**config.mk**
```make
export PLATFORM = sky130hd
export DESIGN_NAME = shr_operand_fifo
export DESIGN_NICKNAME = d
export VERILOG_FILES = /design/src/rtl/shr_operand_fifo.sv
export SDC_FILE = /design/constraint.sdc
export NUM_CORES = 1
export LEC_CHECK = 0
export BUFFER_PORTS_ARGS = -buffer_cell sky130_fd_sc_hd__buf_4
export CORE_MARGIN = 2
export CORE_UTILIZATION = 55
export CTS_CLUSTER_DIAMETER = 80
export DETAILED_ROUTE_END_ITERATION = 8
export MAX_ROUTING_LAYER = met4
export PLACE_DENSITY = 0.77
export SLEW_MARGIN = 20
export SYNTH_ARGS = -nofsm -noshare
export SYNTH_HDL_FRONTEND = slang
export SYNTH_SLANG_ARGS = --single-unit
```
**constraint.sdc**
```tcl
create_clock -name Clk -period 2.7 [get_ports Clk]
set_clock_uncertainty 0.05 [all_clocks]
set_input_delay 0.54 -clock Clk [delete_from_list [all_inputs] [get_ports Clk]]
set_output_delay 0.54 -clock Clk [all_outputs]
set_load 0.01 [all_outputs]
```
**src/rtl/shr_operand_fifo.sv**
```systemverilog
// ---------------------------------------------------------------------------
// shr_operand_fifo
//
// Operand staging buffer in front of the SHR logical-shift-right datapath.
// Producer pushes {a, sh_amt} pairs over a valid/ready handshake; the oldest
// pair is presented first-word-fall-through on a / sh_amt, which wire
// directly to the SHR instance. The consumer that samples SHR's d result
// acknowledges the head entry with out_ready.
//
// Parameters
//   DATAWIDTH : width of a, sh_amt and each stored field (match the SHR fed)
//   DEPTH     : number of entries, power of two, >= 2
//
// Ports
//   Clk        in   rising-edge clock
//   Rst        in   asynchronous reset, active-low (clears all state)
//   in_valid   in   producer offers a pair on in_a / in_sh_amt
//   in_ready   out  FIFO can accept a pair (count != DEPTH)
//   in_a       in   operand to be shifted
//   in_sh_amt  in   shift amount
//   out_valid  out  head entry valid on a / sh_amt (count != 0)
//   out_ready  in   consumer takes the head entry this cycle
//   a          out  head operand, to SHR.a
//   sh_amt     out  head shift amount, to SHR.sh_amt
//   count      out  current occupancy, 0..DEPTH
//
// Optional feature (macro SHR_FIFO_ERR_EN)
//   When defined, adds sticky error outputs:
//   err_ovf    out  set when in_valid is seen while the FIFO is full
//   err_udf    out  set when out_ready is seen while the FIFO is empty
//   Both clear only on reset and never influence data or pointers.
// ---------------------------------------------------------------------------
module shr_operand_fifo #(
  parameter int DATAWIDTH = 2,
  parameter int DEPTH     = 4
) (
  input  logic                   Clk,
  input  logic                   Rst,
  input  logic                   in_valid,
  output logic                   in_ready,
  input  logic [DATAWIDTH-1:0]   in_a,
  input  logic [DATAWIDTH-1:0]   in_sh_amt,
  output logic                   out_valid,
  input  logic                   out_ready,
  output logic [DATAWIDTH-1:0]   a,
  output logic [DATAWIDTH-1:0]   sh_amt,
  output logic [$clog2(DEPTH):0] count
`ifdef SHR_FIFO_ERR_EN
  ,
  output logic                   err_ovf,
  output logic                   err_udf
`endif
);

  localparam int AW = $clog2(DEPTH);
  localparam int CW = AW + 1;
  localparam int EW = 2 * DATAWIDTH;

  localparam logic [CW-1:0] FULL_CNT = CW'(DEPTH);
  localparam logic [CW-1:0] CNT_ONE  = CW'(1);
  localparam logic [AW-1:0] PTR_ONE  = AW'(1);

  // -------------------------------------------------------------------------
  // State
  // -------------------------------------------------------------------------
  logic [AW-1:0] wr_ptr_q, wr_ptr_d;
  logic [AW-1:0] rd_ptr_q, rd_ptr_d;
  logic [CW-1:0] count_q,  count_d;

  // Read view of the storage, one element per entry register.
  logic [EW-1:0] mem_q [DEPTH];

  logic          push;
  logic          pop;
  logic [EW-1:0] head;

  // -------------------------------------------------------------------------
  // Handshake decode: both flags come from the registered count only, so
  // in_ready has no combinational dependence on out_ready. A full FIFO
  // refuses a push even in a cycle where it also pops.
  // -------------------------------------------------------------------------
  always_comb begin
    in_ready  = (count_q != FULL_CNT);
    out_valid = (count_q != '0);
    push      = in_valid && in_ready;
    pop       = out_valid && out_ready;
  end

  // -------------------------------------------------------------------------
  // Pointer and occupancy next-state. DEPTH is a power of two, so the
  // natural AW-bit rollover gives the DEPTH-1 -> 0 wrap.
  // -------------------------------------------------------------------------
  always_comb begin
    wr_ptr_d = wr_ptr_q;
    rd_ptr_d = rd_ptr_q;
    count_d  = count_q;

    if (push) begin
      wr_ptr_d = wr_ptr_q + PTR_ONE;
    end
    if (pop) begin
      rd_ptr_d = rd_ptr_q + PTR_ONE;
    end

    unique case ({push, pop})
      2'b10:   count_d = count_q + CNT_ONE;
      2'b01:   count_d = count_q - CNT_ONE;
      default: count_d = count_q;
    endcase
  end

  always_ff @(posedge Clk or negedge Rst) begin
    if (!Rst) begin
      wr_ptr_q <= '0;
      rd_ptr_q <= '0;
      count_q  <= '0;
    end else begin
      wr_ptr_q <= wr_ptr_d;
      rd_ptr_q <= rd_ptr_d;
      count_q  <= count_d;
    end
  end

  // -------------------------------------------------------------------------
  // Storage: one register per entry. Every entry is cleared by reset so a
  // freshly reset FIFO shows a = sh_amt = 0 rather than leftover data.
  // Fields are stored untouched; shift semantics belong to SHR.
  // -------------------------------------------------------------------------
  genvar gi;
  generate
    for (gi = 0; gi < DEPTH; gi++) begin : g_entry
      logic          we;
      logic [EW-1:0] entry_q;
      logic [EW-1:0] entry_d;

      assign we = push && (wr_ptr_q == AW'(gi));

      always_comb begin
        entry_d = entry_q;
        if (we) begin
          entry_d = {in_a, in_sh_amt};
        end
      end

      always_ff @(posedge Clk or negedge Rst) begin
        if (!Rst) begin
          entry_q <= '0;
        end else begin
          entry_q <= entry_d;
        end
      end

      assign mem_q[gi] = entry_q;
    end
  endgenerate

  // -------------------------------------------------------------------------
  // First-word-fall-through head. The read is purely combinational from
  // registered storage and rd_ptr, so the head is stable whenever no pop
  // happens. When empty it shows the stale entry under rd_ptr; consumers
  // qualify with out_valid.
  // -------------------------------------------------------------------------
  assign head   = mem_q[rd_ptr_q];
  assign a      = head[EW-1:DATAWIDTH];
  assign sh_amt = head[DATAWIDTH-1:0];
  assign count  = count_q;

  // -------------------------------------------------------------------------
  // Sticky protocol-error flags. They observe the raw requests against the
  // registered count and feed nothing back into the datapath.
  // -------------------------------------------------------------------------
`ifdef SHR_FIFO_ERR_EN
  logic err_ovf_q, err_ovf_d;
  logic err_udf_q, err_udf_d;

  always_comb begin
    err_ovf_d = err_ovf_q;
    err_udf_d = err_udf_q;
    if (in_valid && (count_q == FULL_CNT)) begin
      err_ovf_d = 1'b1;
    end
    if (out_ready && (count_q == '0)) begin
      err_udf_d = 1'b1;
    end
  end

  always_ff @(posedge Clk or negedge Rst) begin
    if (!Rst) begin
      err_ovf_q <= 1'b0;
      err_udf_q <= 1'b0;
    end else begin
      err_ovf_q <= err_ovf_d;
      err_udf_q <= err_udf_d;
    end
  end

  assign err_ovf = err_ovf_q;
  assign err_udf = err_udf_q;
`else
  // Without the error flags, pushes into a full FIFO and pops from an empty
  // FIFO are simply dropped by the handshake decode above.
`endif

endmodule
```
; ---- Word-level counts from Yosys, hierarchy flattened
; Cells that the tools add are included.
[classes]
add_sub_neg = 4
mux = 4
n_reduce_logical = 9
n_eq_ne = 6
bitwise_logic = 1
n_lt_le_gt_ge = 1
[ops]
columns = operator, count
row1 = 4-bit binary-select mux with 2-bit select, 1
row2 = 4-bit 2-to-1 mux, 2
row3 = "2-bit equality test, second input constant", 3
row4 = 1-bit logical AND, 6
row5 = 3-bit case mux with 2 select lines, 1
row6 = "2-bit by 1-bit adder with 2-bit output, second input constant", 2
row7 = "2-bit by 1-bit equality test with 1-bit output, second input constant", 2
row8 = "3-bit by 1-bit adder with 3-bit output, second input constant", 1
row9 = "3-bit >= comparator, second input constant", 1
row10 = "3-bit inequality test, second input constant", 1
row11 = 2-bit NOT with 3-bit output, 1
row12 = 3-bit nonzero test, 1
row13 = "3-bit by 1-bit subtractor with 3-bit output, second input constant", 1
row14 = 2-bit zero test, 1
row15 = 2-bit nonzero test, 1
[totals]
ff_bits = 23
out_inout_bits = 9
inputBits = 8

; ---- Logic depth before layout (Yosys ltp)
; Gate-level depths: netlist of the first run.
[logic_depth]
depth_word = 4
ltp_mapped = 9
depth_no_buf = 8

; ---- Least setup slack after synthesis of the first run
; Ideal clock, no wire load.
[synth_timing]
path_type = reg2reg
from = reg count_q[0] (netlist: count[0])
to = reg count_q[2] (netlist: count[2])
required_time_ps = 2571
slack_ps = 529
path_buffers = 1
stages_incl_launch_ff = 10
setup_time_ps = 79
synth_period_minus_slack_ps = 2171
t_arrival_ps = 2041
cell_sequence = dfrtp_1 or3b_1 buf_6 nand2_1 ha_1 inv_1 fa_1 xor2_1 nor2_1 xor2_1
[synth_via]
elab_chain_cells = 4
elab_cells_between_ends = 10
[synth_rtl]
columns = element, line_no
row1 = from (decl), 68  ; logic [CW-1:0] count_q, count_d;
row2 = from (signal assigned), 120  ; count_q <= count_d;
row3 = 3-bit inequality test (*), 83  ; in_ready = (count_q != FULL_CNT);
row4 = named net in_ready, 40  ; output logic in_ready,
row5 = 1-bit logical AND (*), 85  ; push = in_valid && in_ready;
row6 = 2-bit by 1-bit equality test with 1-bit output or 2-bit equality test (tied branches), 105  ; unique case ({push, pop})
row7 = 3-bit case mux with 2 select lines or 2-bit nonzero test (tied branches), n/a
; The timed path passes the listed nets; every way through them passes the cells marked *.
; A chain may end at the register's enable or synchronous reset.

; ---- Worst setup path in the final report of the first run
[layout_timing]
from = reg count_q[0] (netlist: count[0])
to = reg count_q[2] (netlist: count[2])
[layout_via]
elab_chain_cells = 4
elab_cells_between_ends = 10
[layout_rtl]
columns = element, line_no
row1 = 3-bit inequality test or 3-bit nonzero test (tied branches), "83, 84"
row2 = 1-bit logical AND (on tied branches), "85, 86"
row3 = 2-bit by 1-bit equality test with 1-bit output or 2-bit equality test (tied branches), 105
row4 = 3-bit case mux with 2 select lines or 2-bit nonzero test (tied branches), n/a
; Parallel ways exist; a longest one is shown, timed or not.

==> metrics, run 1 <==
grt total ovfl=0; Post-DP Area=roughly 1300 µm²; vias in the first global route=between 600 and 700; RSZ-0062 raised after global routing=no; first-pass GRT wire length=3305 µm; Simple-Gate Fraction of Synth Area=5.930%; WS Path Type=reg2reg; Initial DRC Count=5; PwrDens=1238 nW/µm²; via count=606; post-synthesis mux area share=28.73%; P_leak=approximately 0.64 nW; DR WL/cell=15.08 µm; clk buf depth=2; share of cells above drive strength 1=51.09%; WHS=0.05100 ns; Worst Hold Class=in2async; H-tree depth=1; Placed Cells=116; Finished Layout Cells=120; row cnt=17; Core Region=2148 µm²; initial antenna violation count=0; Post-CTS Hold Buffers=0; IO Pins=17; Setup TNS Final=0 ns; commonest non-fill, non-tap cell in the layout=dfrtp_1; CP startpoint kind=register; Placer Congestion=approximately 0.73; Setup WS post-layout=0.4677 ns; worst vdd ir=about 0.64 mV; slew of the pin with the lowest slew margin=0.3508 ns; Num CTS Buffers=3; largest net degree at the start of global routing=24; Via-to-Cell Ratio=5.050; Slew headroom=76.62%; outcome=finished, final reports clean; Post-CTS Resized=0; drt total wl=1809 µm; Cell Area, Synth=~1200 µm²; starting density of the core=a little under three fifths; max-capacitance violation count=0; Nets=107; CTS tree=built; final hold violation count=0; width of the die=a little over 50 µm; register area share after synthesis=47.03%; Die ar.=2618 µm²; Max FO, Critical Path=6; CTS Sinks=23; CP Data Required Time=slightly below 3 ns; largest family of logic cells by synthesized area=multiplexers; final instance area=around 1300 µm²; CTS clock-pin slew for the worst setup and hold paths=around 0.13 ns; Synth Area in XOR/XNOR=4.294%; pre-CTS setup slack=between 0.4 and 0.5 ns; Synth Area in Adders=slightly below 7%; # setup viols final=0; Avg Cell Area, Syn=15.69 µm²; Post-route DRC=0; Unique masters post-synth=18; all-layer global routing usage=17.87%; period utilization=82.68%; antenna-violating nets left=0; Layout area overhead=10.02%; Post-CTS Setup Inserts=0; DIE HEIGHT=51.17 µm; most frequent cells in the layout=dfrtp_1, mux2_4, buf_4; Util after Layout=62.67%; total chip power=1.667 mW; Fmax=448.0 MHz; Compound-Gate Fraction of Synth Area=less than 1%; critical path capture point type=register; Final min period=around 2.2 ns; 1st-pass router iterations=2; #FFs+latches synth=23; port bufs=16; latest clock arrival within the worst-skew pair=0.30 ns; n_diodes=0; clock root cell=clkbuf_4; Post-Syn Instances=78; Yosys Warn Count=0; Synth Net Count=around 90; Slew Limit Fails=0; Arr. time, crit path=2.42 ns
==> routing by layer <==
layer | vias to the layer above | part of all wire [%] | track usage, %
met4 | 0 | 0.44 | 4.054
met2 | 11 | 48 | 27.92
met3 | 2 | 3.8 | 2.632
li1 | 295 | - | -
met5 | - | 0 | -
met1 | 298 | 48 | 24.95
==> critical path: stages, from the launching register on <==
cell     delay (ns)
dfrtp_1        0.46
or3b_1         0.46
nand2_1        0.17
ha_1           0.20
inv_1          0.06
fa_1           0.37
xor2_1         0.15
nor2_1         0.10
xor2_1         0.15
==> final timing paths <==
check | startpoint | end | slack, ns | cells past startpoint
worst max-delay path | count[0] | count[2] | 0.47 | 8
worst min-delay path | Rst | count[2] | 0.05 | 1
worst max register to register | count[0] | count[2] | 0.47 | 8
worst min register to register | g_entry[3].entry_q[1] | g_entry[3].entry_q[1] | 0.47 | 1
max in group asynchronous | Rst | g_entry[3].entry_q[2] | 2.32 | 1
min in group Clk | in_sh_amt[1] | g_entry[0].entry_q[1] | 0.44 | 2
==> sequential cells by signal, summed over array words and instances, names as in the netlist <==
name	cells
g_entry.entry_q	16
wr_ptr_q	2
rd_ptr_q	2
count	3
==> synth_stat cells, drive strengths merged <==
master,instances,share of area [%]
and3,4,3.7
buf,5,4.6
clkbuf,1,0.31
dfrtp,23,47
fa,1,1.6
ha,5,5.1
inv,5,1.5
mux2,17,21
mux2i,1,0.82
mux4,4,7.4
nand2,2,0.61
nor2,1,0.31
o31a,1,0.82
or3,1,0.61
or3b,1,0.72
xnor2,3,2.1
xor2,3,2.1
==> cell families after synthesis <==
family | Yosys count
adder cells (fa/ha/maj) | 6
AND/OR/NAND/NOR | 9
buffers and inverters | 11
flip-flops | 23
XOR/XNOR | 6
AO/OA/AOI/OAI | 1
multiplexers | 22
==> final cells by class <==
type	instances	area [µm²]
clock buffer	3	22.52
multi-input combinational	44	569.3
inverter	5	18.77
tap	28	35.03
fill	164	802.0
timing repair buffer	16	120.1
clock inverter	1	5.005
sequential	23	575.6
==> where the power goes <==
part           switching, mW  leakage, nW  total, mW  internal (mW)
sequential             0.155        0.271      0.680          0.525
clock                 0.0998       0.0177      0.155         0.0551
combinational          0.287        0.346      0.832          0.545
total                  0.541        0.635       1.67           1.13
Power figures use the tool's default switching activity.
==> run 2: changes to the inputs <==
- ABC_AREA: default -> 1
- clock period: 2.7 -> 2.2 ns (I/O delays scaled with it)
==> metrics, run 2 <==
pre-CTS setup slack=0.3227 ns (was 0.4449 ns); FF-to-FF setup slack=0.30 ns (was 0.47 ns); Util after Layout=64.36% (was 62.67%); Min-Delay Path Depth=3; Core Region=2148 µm² (unchanged); routing usage on met1=30.00% (was 24.95%); Post-Syn Instances=150 (was 78); starting density of the core=56.84% (was 56.96%); Min-Delay Startpoint=out_ready; largest net degree at the start of global routing=24 (unchanged); EDFF count, synth=0 (unchanged); cell taking the most area after synthesis=dfrtp_1 (unchanged); GR Layer Usage met2=35.93% (was 27.92%); Num CTS Buffers=3 (unchanged); slew of the pin with the lowest slew margin=0.2994 ns (was 0.3508 ns); grt total ovfl=0 (unchanged); latest clock arrival within the worst-skew pair=0.32 ns (was 0.30 ns); total chip power=1.978 mW (was 1.667 mW); commonest non-fill, non-tap cell in the layout=nand2_1 (was dfrtp_1); routing usage on met3=2.632% (unchanged); top_reg_cell synth=dfrtp_1 (unchanged); CP startpoint kind=register (unchanged); Critical R2R Capture=count[2] (unchanged); DP Wirelength=around 1900 µm; final instance area=1383 µm² (was 1346 µm²); #FFs+latches synth=23 (unchanged); PwrDens=1431 nW/µm² (was 1238 nW/µm²); period utilization=90.92%; drt total wl=2511 µm (was 1809 µm); Placer Congestion=0.8495 (was 0.7344); H-tree depth=1 (unchanged); vias in the first global route=974 (was 696); area taken by multi-input logic gates=564.3 µm² (was 569.3 µm²); # setup viols final=0 (unchanged); Most Used Layer, Global Route=met2 (unchanged); CP max stage delay=0.51 ns (was 0.46 ns); Cell Area, Synth=1221 µm² (was 1224 µm²); CP max stage cell=dfrtp_2 (was dfrtp_1); most used cell along the critical path=o21ai_0 (was xor2_1); RSZ-0062 raised after global routing=no (unchanged); register area share after synthesis=47.13% (was 47.03%); most frequent cells in the layout=nand2_1, dfrtp_1, nand4_1, buf_4, o21ai_0 (was dfrtp_1, mux2_4, buf_4); Slew headroom=80.04% (was 76.62%); Setup TNS Final=0 ns (unchanged); Fmax=499.9 MHz; post-synth top area share=47.13% (was 47.03%); Fill cells=199 (was 164); DIE HEIGHT=51.12 µm (was 51.17 µm); Die ar.=2613 µm² (was 2618 µm²); CTS Sinks=23 (unchanged); first-pass GRT wire length=4257 µm (was 3305 µm); Synth Net Count=164 (was 92); clk buf depth=2 (unchanged); synth cell count leaders=nand2_1, dfrtp_1, nand4_1, o21ai_0, nor2_1 (was dfrtp_1, mux2_4, buf_6, ha_1, inv_1); proportion of synthesized flip-flops having asynchronous set or reset=100.0% (unchanged); row cnt=17 (unchanged); reg2reg start=count[2] (was count[0]); CTS tree=built (unchanged); width of the die=51.12 µm (was 51.17 µm); n_diodes=0 (unchanged); worst-path cell chain=inv_1 > o21ai_0 > o21ai_0 > buf_4 (was or3b_1 > nand2_1 > ha_1 > inv_1 > fa_1 > xor2_1 > nor2_1 > xor2_1); outcome=finished, final reports clean (unchanged); FF/Latch Area=576.8 µm² (was 575.6 µm²); Avg Cell Area, Syn=8.141 µm² (was 15.69 µm²); WS Path Type=reg2out (was reg2reg); worst vdd ir=0.8566 mV (was 0.6370 mV); 1st-pass router iterations=4 (was 2); all-layer global routing usage=22.77% (was 17.87%); critical path capture point type=output pin (was register); via count=1034 (was 606); CP Data Required Time=1.71 ns (was 2.89 ns); Final min period=2.000 ns; Yosys Warn Count=0 (unchanged); Setup WS post-layout=0.1997 ns (was 0.4677 ns); Layout area overhead=13.22% (was 10.02%); Largest Register=g_entry.entry_q (unchanged); max reg flops=16 (unchanged); share of cells above drive strength 1=14.97% (was 51.09%); IO Pins=17 (unchanged); Synth area leaders=dfrtp_1, nand2_1, nand4_1 (was dfrtp_1, mux2_4, mux4_2); Hold Path Sink=rd_ptr_q[1]; Slew Limit Fails=0 (unchanged); max-capacitance violation count=0 (unchanged); final hold violation count=0 (unchanged); cells on worst reg2reg path=11 (was 8); Post-route DRC=0 (unchanged); Arr. time, crit path=1.51 ns (was 2.42 ns); Worst Hold Class=in2reg (was in2async); clock root cell=clkbuf_4 (unchanged); Nets=182 (was 107); port bufs=16 (unchanged); DR WL/cell=12.88 µm (was 15.08 µm); Initial DRC Count=19 (was 5); CTS clock-pin slew for the worst setup and hold paths=0.12 ns (was 0.13 ns); Unique masters post-synth=16 (was 18); Via-to-Cell Ratio=5.303 (was 5.050); initial antenna violation count=0 (unchanged); count leader, synth=nand2_1 (was dfrtp_1); Max FO, Critical Path=11 (was 6); antenna-violating nets left=0 (unchanged); Post-DP Area=1344 µm² (was 1319 µm²); P_leak=0.7364 nW (was 0.6353 nW)
-- run 2: cell count changes after synthesis, moves of 3 or more --
cell	before	now
mux4_2	4	0
xor2_1	3	0
nand3_1	0	9
mux2_4	16	0
o21ai_0	0	13
nand2_1	2	50
nor2_1	1	12
buf_6	5	2
nand4_1	0	17
inv_1	5	11
and3_4	4	0
-- run 2: stage by stage --
stage	std cells	hold slack [ns]
final	195	0.3232
after global routing	195	0.3373
after CTS	195	0.3109
after detailed placement	190	0.3006
after global placement	190	0.2955
after floorplan	150	0.09441
-- run 2: final cells by class --
cell class	instances	share of cell area, %
clock buffers	3	1.629
clock inverters	1	0.3620
inverters	11	2.986
multi-input cells	111	40.81
flip-flops and latches	23	41.72
well taps	28	2.534
repair buffers	18	9.955
-- run 2: what timing repair did --
| item | 4_1_cts | 5_1_grt |
|---|---|---|
| setup buffers | 0 | 0 |
| hold endpoints to repair | 23 | 0 |
| hold buffers | 1 | 0 |
| endpoints found under the setup margin | 0 | 1 |
| resized for setup | 0 | 1 |
-- run 2: power by group --
group,leakage (nW),internal [mW],total [mW],switching (mW)
combinational,0.434,0.416,0.984,0.568
sequential,0.285,0.625,0.795,0.170
clock,0.0177,0.0681,0.199,0.131
total,0.736,1.11,1.98,0.870
-- run 2: cell families (layout without fill, tap and decap cells) --
logic type | count (synthesis) | after routing | share of synthesized area [%]
compound gates | 13 | 13 | 5.328
fa+ha+maj | 6 | 6 | 6.762
flops | 23 | 23 | 47.13
simple gates | 91 | 91 | 33.40
buf+inv | 16 | 33 | 6.660
xor+xnor | 1 | 1 | 0.7173
-- run 2: layer usage --
layer  part of all wire (%)  up-vias
met2                     44       24
met3                    4.3        5
li1                       -      529
met5                      0        -
met4                    1.9        0
met1                     50      476
-- run 2: worst max path at each step --
stage / slack (ns) / endpoint / startpoint
floorplan: 0.34 / count[2] / count[1]
global placement: 0.45 / count[2] / count[2]
detailed placement: 0.32 / count[2] / count[2]
CTS: 0.09 / a[0] / rd_ptr_q[0]
global route: 0.06 / a[1] / rd_ptr_q[0]
finish: 0.20 / sh_amt[1] / rd_ptr_q[0]
-- run 2: worst max-delay path: cells and delay by family (launching register included) --
kind,cells,cell delay (ns)
flops,1,0.51
compound gates,2,0.32
buf+inv,2,0.38
==> run 3: changes to the inputs <==
- CORE_UTILIZATION: 55 -> 53
- CTS_BUF_LIST: default -> sky130_fd_sc_hd__clkbuf_8
- PLACE_DENSITY: 0.77 -> 0.75
==> metrics, run 3 (synthesis gave the netlist of run 2 again) <==
outcome=finished, final reports clean (unchanged); largest net degree at the start of global routing=24 (unchanged); delay-heaviest family, CP=flip-flops (unchanged); worst-path cell chain=inv_1 > o21ai_0 > o21ai_0 > buf_4 (unchanged); drt total wl=2459 µm (was 2511 µm); Post-CTS Resized=0 (unchanged); CP max stage cell=dfrtp_1 (was dfrtp_2); critical path capture point type=output pin (unchanged); vias in the first global route=903 (was 974); most used cell along the critical path=o21ai_0 (unchanged); port bufs=16 (unchanged); CTS clock-pin slew for the worst setup and hold paths=0.07 ns (was 0.12 ns); latest clock arrival within the worst-skew pair=0.26 ns (was 0.32 ns); Post-CTS Hold Buffers=0 (was 1); Via-to-Cell Ratio=5.284 (was 5.303); PwrDens=1461 nW/µm² (was 1431 nW/µm²); CTS tree=built (unchanged); Fmax=519.4 MHz (was 499.9 MHz); Seq pwr share=39.6% (was 40.2%); starting density of the core=55.74% (was 56.84%); period utilization=87.51% (was 90.92%); n_diodes=0 (unchanged); width of the die=52 µm (was 51.12 µm); met2 wire len=1135 µm (was 1095 µm); antenna-violating nets left=0 (unchanged); Worst Hold Class=in2async (was in2reg); switching power=864.2 µW (was 869.5 µW); # setup viols final=0 (unchanged); final hold violation count=0 (unchanged); Nets=181 (was 182); Core Region=2191 µm² (was 2148 µm²); DIE HEIGHT=52 µm (was 51.12 µm); DR WL/cell=12.68 µm (was 12.88 µm); Largest Register=g_entry.entry_q (unchanged); Fill cells=174 (was 199); Finished Layout Cells=194 (was 195); 1st-pass router iterations=4 (unchanged); via count=1025 (was 1034); Arr. time, crit path=1.44 ns (was 1.51 ns); row cnt=17 (unchanged); Net Sw Frac=42.60% (was 43.96%); WS Path Type=reg2out (unchanged); most frequent cells in the layout=nand2_1, dfrtp_1, nand4_1, buf_4, o21ai_0 (unchanged); Clock Power Share=12.5% (was 10.1%); slew of the pin with the lowest slew margin=0.3038 ns (was 0.2994 ns); Layout area overhead=13.73% (was 13.22%); initial antenna violation count=0 (unchanged); first-pass GRT wire length=4112 µm (was 4257 µm); Post-CTS Setup Inserts=0 (unchanged); CP Data Required Time=1.71 ns (about the same); RSZ-0062 raised after global routing=no (unchanged); Setup WS post-layout=0.2748 ns (was 0.1997 ns); Num CTS Buffers=3 (unchanged); Placed Cells=190 (unchanged); clk buf depth=2 (unchanged); share of cells above drive strength 1=13.86% (was 14.97%); IO Pins=17 (unchanged); power share of the combinational group=48.0% (was 49.7%); area taken by multi-input logic gates=564.3 µm² (unchanged); DP Wirelength=1868 µm (was 1879 µm); clock root cell=clkbuf_8 (was clkbuf_4); CTS Sinks=23 (unchanged); all-layer global routing usage=21.77% (was 22.77%); Slew headroom=79.74% (was 80.04%); max-capacitance violation count=0 (unchanged); Post-route DRC=0 (unchanged); Final min period=1.925 ns (was 2.000 ns); Max FO, Critical Path=11 (unchanged); commonest non-fill, non-tap cell in the layout=nand2_1 (unchanged); DR top layer=met4 (unchanged); P_leak=0.7425 nW (was 0.7364 nW); worst vdd ir=0.8684 mV (was 0.8566 mV); grt total ovfl=0 (unchanged); Power Internal=1.165 mW (was 1.109 mW); WL met1=1155 µm (was 1261 µm); max reg flops=16 (unchanged); H-tree depth=1 (unchanged); Die ar.=2704 µm² (was 2613 µm²); FF/Latch Area=575.6 µm² (was 576.8 µm²); pre-CTS setup slack=0.3295 ns (was 0.3227 ns); worst path buffer plus inverter count=2 (unchanged); CP max stage delay=0.52 ns (was 0.51 ns); Initial DRC Count=26 (was 19); CP startpoint kind=register (unchanged); Slew Limit Fails=0 (unchanged); Placer Congestion=0.8261 (was 0.8495); Setup TNS Final=0 ns (unchanged); routed wl met3=136 µm (was 107 µm)
run 3: cell count changes in the layout (fill, tap and decap cells not counted), sizes merged:
cell,previous run,this run
dlygate4sd3,1,0
clkinv,1,0
inv,11,12
run 3: layout make-up:
cell class	instances	area share, %
sequential	23	41.44
timing repair buffer	17	9.189
tap	28	2.523
multi-input combinational	111	40.63
clock inverter	1	0.2703
clock buffer	3	2.973
inverter	11	2.973
run 3: path summary, 6_finish.rpt:
check	startpoint	endpoint	slack (ns)	cells past startpoint
worst max register to register	count[2]	count[2]	0.33	11
min in group Clk	out_ready	rd_ptr_q[1]	0.38	3
worst min-delay path	Rst	rd_ptr_q[1]	0.007	1
worst max-delay path	rd_ptr_q[0]	sh_amt[1]	0.27	4
max in group asynchronous	Rst	g_entry[1].entry_q[2]	1.86	1
worst min register to register	g_entry[1].entry_q[2]	g_entry[1].entry_q[2]	0.43	2
run 3: power by group through the flow:
stage | clock, mW | combinational, mW | sequential [mW]
2_1_floorplan | 0 | 0.702 | 0.747
3_3_place_gp | 0 | 0.945 | 0.803
3_5_place_dp | 0 | 0.976 | 0.807
4_1_cts | 0.261 | 0.979 | 0.800
5_1_grt | 0.276 | 1.13 | 0.826
6_report | 0.253 | 0.974 | 0.803
run 3: routing by layer:
| layer | track usage, % | vias to the layer above |
|---|---|---|
| met4 | 9.211 | 0 |
| met5 | - | - |
| li1 | - | 529 |
| met2 | 33.54 | 38 |
| met3 | 2.586 | 4 |
| met1 | 29.25 | 454 |
run 3: worst reg2reg max path: stages, from the launching register on:
cell	delay, ns
dfrtp_1	0.42
inv_1	0.08
nand2_1	0.14
nand2_1	0.11
inv_1	0.09
ha_1	0.16
inv_1	0.06
fa_1	0.38
nand2_1	0.10
nand3_1	0.08
nand2_1	0.06
nand2_1	0.05
run 3: metrics by stage:
step                      util [%]  instance area, µm²  hold slack [ns]  power [mW]
after floorplan                  -                1221          0.09441       1.448
after global placement       61.34                1344           0.2913       1.747
after CTS                    63.39                1389          0.01643       2.040
after detailed placement     61.34                1344           0.3023       1.783
after global routing         63.39                1389          0.02437       2.230
final                        63.39                1389         0.007271       2.029
